===== src/rtl/spi_pkg.sv =====
// Shared types for the configurable SPI host: FSM state encoding, SPI mode pair and
// the frame-bit-to-register-position mapping used on both the tx and rx sides.
package spi_pkg;

    typedef enum logic [2:0] {
        IDLE,
        SETUP,
        XFER,
        HOLD,
        DONE
    } spi_state_t;

    typedef struct packed {
        logic cpol;
        logic cpha;
    } spi_mode_t;

    // Maps the n-th bit on the wire to its position in the right-aligned data word.
    function automatic int bit_pos(input logic lsb_first, input int len, input int idx);
        return lsb_first ? idx : (len - 1 - idx);
    endfunction

endpackage


===== src/rtl/spi_clk_div.sv =====
// Half-period tick generator: one-cycle tick every div+1 cycles while en is high.
// No backpressure; the count restarts from zero whenever en drops.
module spi_clk_div #(
    parameter int DIV_W = 8
) (
    input  logic             clk,
    input  logic             rst_n,
    input  logic             en,
    input  logic [DIV_W-1:0] div,
    output logic             tick
);

    logic [DIV_W-1:0] cnt;

    assign tick = en && (cnt == div);

    always_ff @(posedge clk or negedge rst_n) begin
        if (!rst_n) begin
            cnt <= '0;
        end else if (!en || tick) begin
            cnt <= '0;
        end else begin
            cnt <= cnt + 1'b1;
        end
    end

endmodule


===== src/rtl/spi_master_cfg.sv =====
// SPI host, one frame per accepted start; done/rx_valid pulse (2*len+2)*(div+1)+1 cycles
// after accept. Starts are only taken in IDLE or DONE; starts while busy are dropped.
module spi_master_cfg
    import spi_pkg::*;
#(
    parameter int DW     = 32,
    parameter int CS_NUM = 4,
    parameter int DIV_W  = 8,
    parameter int LEN_W  = $clog2(DW) + 1,
    parameter int CS_W   = (CS_NUM > 1) ? $clog2(CS_NUM) : 1
) (
    input  logic              clk,
    input  logic              rst_n,
    input  logic              spi_start,
    input  logic              spi_cfg_cpol,
    input  logic              spi_cfg_cpha,
    input  logic              spi_cfg_lsb_first,
    input  logic [DIV_W-1:0]  spi_cfg_div,
    input  logic [LEN_W-1:0]  spi_cfg_len,
    input  logic [CS_W-1:0]   spi_cfg_cs,
    input  logic [DW-1:0]     spi_tx_data,
    output logic              spi_busy,
    output logic              spi_done,
    output logic [DW-1:0]     spi_rx_data,
    output logic              spi_rx_valid,
    output logic              spi_sck,
    output logic [CS_NUM-1:0] spi_csn,
    output logic              spi_mosi,
    input  logic              spi_miso
);

    localparam logic [DW-1:0] ONE = {{(DW-1){1'b0}}, 1'b1};

    spi_state_t        state, state_nxt;
    spi_mode_t         mode_q;
    logic              lsb_q;
    logic [DIV_W-1:0]  div_q;
    logic [LEN_W-1:0]  len_q, len_eff;
    logic [DW-1:0]     tx_q, rx_sh;
    logic [LEN_W:0]    edge_q;
    logic [CS_NUM-1:0] csn_sel;
    logic              tick, div_en, accept, last_edge, edge_go;
    logic              samp, drv_ok, drv_bit, first_bit;
    int                bit_idx, drv_idx, rx_pos;

    assign accept    = spi_start && ((state == IDLE) || (state == DONE));
    assign div_en    = (state == SETUP) || (state == XFER) || (state == HOLD);
    assign last_edge = (edge_q == {len_q, 1'b0});
    assign edge_go   = tick && ((state == SETUP) || ((state == XFER) && !last_edge));
    assign len_eff   = ((spi_cfg_len == '0) || (spi_cfg_len > LEN_W'(DW))) ? LEN_W'(DW) : spi_cfg_len;

    spi_clk_div #(.DIV_W(DIV_W)) u_div (
        .clk   (clk),
        .rst_n (rst_n),
        .en    (div_en),
        .div   (div_q),
        .tick  (tick)
    );

    always_ff @(posedge clk or negedge rst_n) begin
        if (!rst_n) begin
            state <= IDLE;
        end else begin
            state <= state_nxt;
        end
    end

    always_comb begin
        state_nxt = state;
        case (state)
            IDLE:    if (accept) state_nxt = SETUP;
            SETUP:   if (tick) state_nxt = XFER;
            XFER:    if (tick && last_edge) state_nxt = HOLD;
            HOLD:    if (tick) state_nxt = DONE;
            DONE:    state_nxt = accept ? SETUP : IDLE;
            default: state_nxt = IDLE;
        endcase
    end

    // Even edges are leading edges; cpha picks which edge samples and which drives.
    always_comb begin
        bit_idx   = int'(edge_q >> 1);
        samp      = (edge_q[0] == mode_q.cpha);
        drv_idx   = mode_q.cpha ? bit_idx : (bit_idx + 1);
        drv_ok    = (drv_idx < int'(len_q));
        rx_pos    = bit_pos(lsb_q, int'(len_q), bit_idx);
        drv_bit   = |(tx_q & (ONE << bit_pos(lsb_q, int'(len_q), drv_idx)));
        first_bit = |(spi_tx_data & (ONE << bit_pos(spi_cfg_lsb_first, int'(len_eff), 0)));
        csn_sel   = '1;
        for (int i = 0; i < CS_NUM; i++) begin
            csn_sel[i] = (spi_cfg_cs != CS_W'(i));
        end
    end

    always_ff @(posedge clk or negedge rst_n) begin
        if (!rst_n) begin
            spi_busy     <= 1'b0;
            spi_done     <= 1'b0;
            spi_rx_valid <= 1'b0;
            spi_rx_data  <= '0;
            spi_sck      <= 1'b0;
            spi_csn      <= '1;
            spi_mosi     <= 1'b0;
            mode_q       <= '0;
            lsb_q        <= 1'b0;
            div_q        <= '0;
            len_q        <= '0;
            tx_q         <= '0;
            rx_sh        <= '0;
            edge_q       <= '0;
        end else begin
            spi_done     <= 1'b0;
            spi_rx_valid <= 1'b0;
            if (accept) begin
                mode_q   <= '{cpol: spi_cfg_cpol, cpha: spi_cfg_cpha};
                lsb_q    <= spi_cfg_lsb_first;
                div_q    <= spi_cfg_div;
                len_q    <= len_eff;
                tx_q     <= spi_tx_data;
                rx_sh    <= '0;
                edge_q   <= '0;
                spi_busy <= 1'b1;
                spi_sck  <= spi_cfg_cpol;
                spi_csn  <= csn_sel;
                spi_mosi <= spi_cfg_cpha ? 1'b0 : first_bit;
            end else if (state == DONE) begin
                spi_busy <= 1'b0;
            end
            if (edge_go) begin
                spi_sck <= ~spi_sck;
                edge_q  <= edge_q + 1'b1;
                if (samp) begin
                    if (spi_miso) rx_sh <= rx_sh | (ONE << rx_pos);
                end else if (drv_ok) begin
                    spi_mosi <= drv_bit;
                end
            end
            if ((state == HOLD) && tick) begin
                spi_done     <= 1'b1;
                spi_rx_valid <= 1'b1;
                spi_rx_data  <= rx_sh;
                spi_csn      <= '1;
                spi_mosi     <= 1'b0;
                spi_sck      <= mode_q.cpol;
            end
        end
    end

endmodule


===== config.mk =====
export PLATFORM = sky130hd
export DESIGN_NAME = spi_master_cfg
export DESIGN_NICKNAME = d
export VERILOG_FILES = /design/src/rtl/spi_pkg.sv /design/src/rtl/spi_clk_div.sv /design/src/rtl/spi_master_cfg.sv
export SDC_FILE = /design/constraint.sdc
export NUM_CORES = 1
export LEC_CHECK = 0
export CAP_MARGIN = 20
export CORE_MARGIN = 2
export CORE_UTILIZATION = 55
export DETAILED_ROUTE_END_ITERATION = 16
export PLACE_DENSITY_LB_ADDON = 0.1
export SYNTH_ARGS = -nofsm -noshare
export SYNTH_HDL_FRONTEND = slang
export SYNTH_SLANG_ARGS = --single-unit

===== constraint.sdc =====
create_clock -name clk -period 4.94 [get_ports clk]
set_clock_uncertainty 0.05 [all_clocks]
set_input_delay 0.494 -clock clk [delete_from_list [all_inputs] [get_ports clk]]
set_output_delay 0.494 -clock clk [all_outputs]
set_load 0.005 [all_outputs]

Yosys cells after proc, flatten, opt, wreduce, memory -nomap -nowiden
Cells that the tools add are included.

storage, ports and cells
  register bits = 139
  input port bits = 55
  output and inout bits = 41
  logic and storage cells = 102

operators by class
  add/sub/neg operators = 7
  order comparisons = 2
  eq/ne operators = 14
  shift-type cells = 3
  multiplexer cells = 32
  bitwise logic cells = 4
  reduce and logical (&&, ||, !) cells = 24

operators with widths
  cell                   count
  $mux 32                7
  $shl 1x32->32 const A  3
  $and 32x32->32         2
  $reduce_or 32->1       2
  $or 32x32->32          1
  $mux 7                 3
  $pmux 3 s5             1
  $sub 6x1->7 const B    2
  $mux 1                 13
  $mux 3                 4
  $ne 2x2->1 const B     5
  $sub 7x8->9            1
  $add 8x1->8 const B    1
  $eq 8x8->1             1
  $mux 4                 2
  $mux 8                 1
  $reduce_bool 2->1      4
  $sub 7x7->8            1
  $add 6x1->7 const B    1
  $add 7x1->7 const B    1
  $eq 7x7->1             1
  $lt 7x6->1             1
  $eq 3x2->1 const B     2
  $gt 6x6->1 const B     1
  13 further kinds       25

Depth between registers and ports, before layout
  depth after elaboration = 14
  mapped depth = 15
  gate-level depth less buffers = 13

Hierarchy
Synthesis repeated with hierarchy kept, for this count alone.

second synthesis, totals
  cell total of the unflattened synthesis = 889
  area total of the unflattened synthesis = 7733.7 sq um

by module, submodules not included
  module          instances  cells an instance  area an instance (sq um)  sequential area each (sq um)
  spi_master_cfg  1          843                7233.2                    3283.1
  spi_clk_div     1          46                 500.5                     200.2

Worst setup path after synthesis
OpenSTA, ideal clock, no wires.

  kind = reg-to-reg
  from = register edge_q[1]
  to = register spi_mosi
  setup time = 128 ps
  arrival = 3106 ps
  data required time = 4762 ps
  slack = 1656 ps
  stages on the path, launching flop included = 14
  buffers on the path = 0
  period minus slack after synthesis = 3284 ps
  path through = dfrtp_1 -> ha_1 -> nor2b_1 -> xnor2_1 -> ha_1 -> a21oi_1 -> nand2_1 -> xnor2_1 -> o21ai_2 -> mux2_2 -> a32o_1 -> nor3_1 -> mux2_2 -> o31ai_1

between the ends
  longest elaborated chain between the ends = 11
  elaborated cells on any way between the ends = 17
  classes of those cells = add/sub: 2; order compare: 1; eq/ne: 1; shift: 1; mux: 6; bitwise: 1; reduce/logical: 5

RTL lines
  element                 line                   source
  from (decl)             spi_master_cfg.sv:40   logic [LEN_W:0] edge_q;
  from (signal assigned)  spi_master_cfg.sv:131  edge_q <= edge_q + 1'b1;
  $add 6x1->7             spi_master_cfg.sv:84   drv_idx = mode_q.cpha ? bit_idx : (bit_idx + 1);
  $mux 7                  spi_master_cfg.sv:84
  $sub 7x8->9             spi_pkg.sv:20          return lsb_first ? idx : (len - 1 - idx);
  $mux 32                 spi_pkg.sv:20
  $shl 1x32->32           spi_master_cfg.sv:87   drv_bit = |(tx_q & (ONE << bit_pos(lsb_q, int'(len_q), drv_idx)));
  $and 32x32->32          spi_master_cfg.sv:87
  $reduce_or 32->1        spi_master_cfg.sv:87
  $mux 1                  spi_master_cfg.sv:134  end else if (drv_ok) begin
  $mux 1                  spi_master_cfg.sv:132  if (samp) begin
  $mux 1 (*)              spi_master_cfg.sv:129  if (edge_go) begin
  $mux 1 (*)              spi_master_cfg.sv:138  if ((state == HOLD) && tick) begin
  to (signal assigned)    spi_master_cfg.sv:125  spi_mosi <= spi_cfg_cpha ? 1'b0 : first_bit;
  to (signal assigned)    spi_master_cfg.sv:135  spi_mosi <= drv_bit;
  to (decl)               spi_master_cfg.sv:28   output logic spi_mosi,

Mark *: on every way between the ends. The rest lies on a longest branch, timed or not.
A chain may end at the register's enable or synchronous reset.

Final worst setup path
  from = register edge_q[2]
  to = register spi_mosi

The elaborated chain is that of the path after synthesis.

==> impl_results.md <==
* Status: finished, final reports clean
* Crit path buf inv count at 0
* Min cycle time layout at 3800 ps
* EDFF count, synth at 0
* Netlist cell types at 68
* Design Power at 2.548 mW
* Final Non-Filler Cells at 1073
* Synthesized Nets at 883
* Vias per cell at 5.705
* Least-Margin Pin Slew at 1019 ps
* Seq cells post-synth at 139
* CTS resizes at 0
* Ys flop type: dfrtp_1
* Max FO, Critical Path at 10
* Worst path arrival time at 4070 ps
* Synthesized area per cell at 9.262 um^2
* Sequential area share after synthesis at 46.89%
* P&R area growth vs syn at 21.96%
* WL per Instance at 16.90 um
* Type of the worst min-delay path: primary input to asynchronous set/reset pin
* Clk slew on worst S/H paths at 60 ps
* Pin count of the biggest net entering global routing at 100
* Antenna Cells at 0
* Critical path class: flip-flop to flip-flop
* Hold_buf cts at 0
* DRT Wirelength at 18.13 mm
* DRT Pass-1 Iters at 5
* Die Wd at 120.2 um
* Worst path cell trace: ha_1 > nor2b_1 > xnor2_1 > ha_1 > xor2_1 > o221ai_2 > nor2_1 > a221oi_1 > nor3_1 > a211oi_1 > mux2_2 > o31ai_1
* Post-detail-place hpwl at 13.04 mm
* Overall Global Routing Usage at 26.55%
* Relative slew margins at 32.10%
* Io pins at 96
* Drt drc at 0
* Max-Cap Viols at 0
* Sequential Area at 0.003483 mm^2
* Total leakage power at 4.241 nW
* H-tree levels at 4
* Post-CTS Setup Bufs at 0
* Gpl congestion at 0.9530
* Via count at 6122
* Family with the most delay on the worst path: simple AND/OR/NAND/NOR gates
* Pins over their slew limit at 0
* CTS root buf: clkbuf_16
* Initial core utilization at 56.32%
* Fill count at 1020
* Max incr delay on CP at 530 ps
* Std-Cell Rows at 42
* Unrepaired setup endpoints after global routing: no
* Die area at 0.01445 mm^2
* YS warnings at 0
* VDD IR max at 153.3 uV
* Die height at 120.2 um
* Endpoints failing setup at 0
* Final hold vios at 0
* Grt ovf at 0
* CTS max path bufs at 2
* Worst setup path start: edge_q[2]$_DFFE_PN0P_
* Synthesized instance count at 802
* Num CTS Buffers at 17
* Commonest cells after routing, fill and taps aside: nand2_1 (212), dfrtp_1 (135), clkdlybuf4s50_1 (94)
* Final core occ at 68.69%
* Worst r2r src: edge_q[2]$_DFFE_PN0P_
* TritonCTS clock tree: built
* Clk_lat worst skew at 420 ps
* Core area at 0.01319 mm^2
* Port bufs at 95
* First-pass GRT wire length at 30.08 mm
* Worst setup EP type: flip-flop
* Number of global-route vias before repair at 6075
* Fraction of layout cells with a size suffix above 1 at 10.81%
* Req. time, crit path at 5210 ps
* Final setup TNS at 0 ps
* Number of DRC markers in iteration 0 at 597
* Final #Nets at 965
* Slowest cell on crit path: dfrtp_1
* Inst Count DP at 1041
* Ys async rst share at 100.0%
* CTS sink cnt at 139
* Commonest non-fill, non-tap cell in the layout: nand2_1
* Synthesized cell area at 0.007428 mm^2
* Crit path launch type: flip-flop
* Tcrit/Tclk final at 76.93%
* Peak Freq at 0.2631 GHz
* Initial antenna violation count at 0
* Antenna Nets Post-Route at 0
* P per Cell Area at 281.2 mW/mm^2
* Multi-input logic area at 0.003671 mm^2
* Critical path's most frequent cell: ha_1
[worst register-to-register path: stages, from the launching register on]
cell and delay [ps]:
dfrtp_1 530, ha_1 300, nor2b_1 340, xnor2_1 160, ha_1 370, xor2_1 290, o221ai_2 240, nor2_1 380
a221oi_1 160, nor3_1 230, a211oi_1 90, mux2_2 290, o31ai_1 260
[path summary, 6_finish.rpt]
path	to	slack (ps)	depth (start not counted)
max reg2reg	spi_mosi$_DFF_PN0_	1140	12
min in group clk	mode_q[1]$_DFFE_PN0P_	420	2
min reg2reg	mode_q[1]$_DFFE_PN0P_	420	2
max	spi_mosi$_DFF_PN0_	1140	12
max in group asynchronous	tx_q[19]$_DFFE_PN0P_	3660	2
min	spi_rx_data[0]$_DFFE_PN0P_	100	1
[metal layers]
layer,track usage (%),up-vias,share of wire [%]
li1,-,2908,-
met3,4.198,43,4.8
met4,10.39,0,2.7
met2,44.50,233,49
met5,0,-,0
met1,34.82,2938,43
[through the flow]
stage               instance area, um^2  worst slack [ps]  hold WS [ps]
detailed placement                 8484              1234         411.9
floorplan                          7428              1656         148.4
CTS                                9060              1191         148.0
finish                             9060              1140         97.55
global placement                   8484              1405         408.1
global route                       9060             855.5         185.5
[layout make-up]
class / instances / area share, %
timing repair buffer: 99 / 10.84
inverter: 34 / 1.409
tap: 176 / 2.431
clock buffer: 17 / 4.695
multi-input combinational: 593 / 40.52
clock inverter: 15 / 1.657
sequential: 139 / 38.45
[cells in the mapped netlist, types with 3 or more instances]
master | count | share of area [%]
o31ai_1 | 4 | 0.40
a21oi_1 | 17 | 1.1
nor3b_1 | 5 | 0.51
nand3b_1 | 4 | 0.40
nand4b_1 | 4 | 0.47
nand2_1 | 213 | 11
dfrtp_1 | 135 | 45
buf_1 | 6 | 0.30
o21ai_0 | 68 | 4.6
nor3_1 | 13 | 0.88
buf_2 | 10 | 0.67
clkbuf_1 | 18 | 0.91
dfstp_2 | 4 | 1.4
a211oi_1 | 4 | 0.40
nor4_1 | 5 | 0.42
ha_1 | 24 | 4.0
mux2_2 | 37 | 5.6
o211ai_1 | 3 | 0.30
inv_1 | 33 | 1.7
nor2b_1 | 8 | 0.67
nand3_1 | 25 | 1.7
and2_1 | 3 | 0.25
xnor2_1 | 20 | 2.4
a31oi_1 | 5 | 0.42
nor2_1 | 30 | 1.5
a21o_1 | 5 | 0.51
mux2i_1 | 11 | 1.5
and3_1 | 3 | 0.25
nand4_1 | 5 | 0.42
nand2b_1 | 8 | 0.67
xor2_1 | 20 | 2.4
[cells by family (layout without fill, tap and decap cells)]
| group | after synthesis | in the layout | synth area share, % |
|---|---|---|---|
| and+or+nand+nor | 337 | 337 | 20.13 |
| DFF | 139 | 139 | 46.89 |
| AOI/OAI and AO/OA | 138 | 138 | 11.81 |
| buffers and inverters | 70 | 165 | 3.806 |
| muxes | 50 | 50 | 7.698 |
| xor gates and xnor gates | 41 | 41 | 4.935 |
| adders and majority gates | 27 | 27 | 4.733 |
[power breakdown]
| group | internal (mW) | switching, mW | total, mW |
|---|---|---|---|
| logic | 0.0668 | 0.0763 | 0.143 |
| registers | 1.15 | 0.00579 | 1.15 |
| clock network | 0.709 | 0.541 | 1.25 |
[registers in the layout, summed over array words and instances (netlist names)]
signal / cells
lsb_q: 1
rx_sh: 32
div_q: 8
spi_mosi: 1
spi_busy: 1
spi_sck: 1
spi_rx_valid: 1
len_q: 6
mode_q: 2
tx_q: 32
u_div.cnt: 8
edge_q: 7
spi_rx_data: 32
state: 3
spi_csn: 4
No activity file was read; power rests on OpenSTA's default activity.
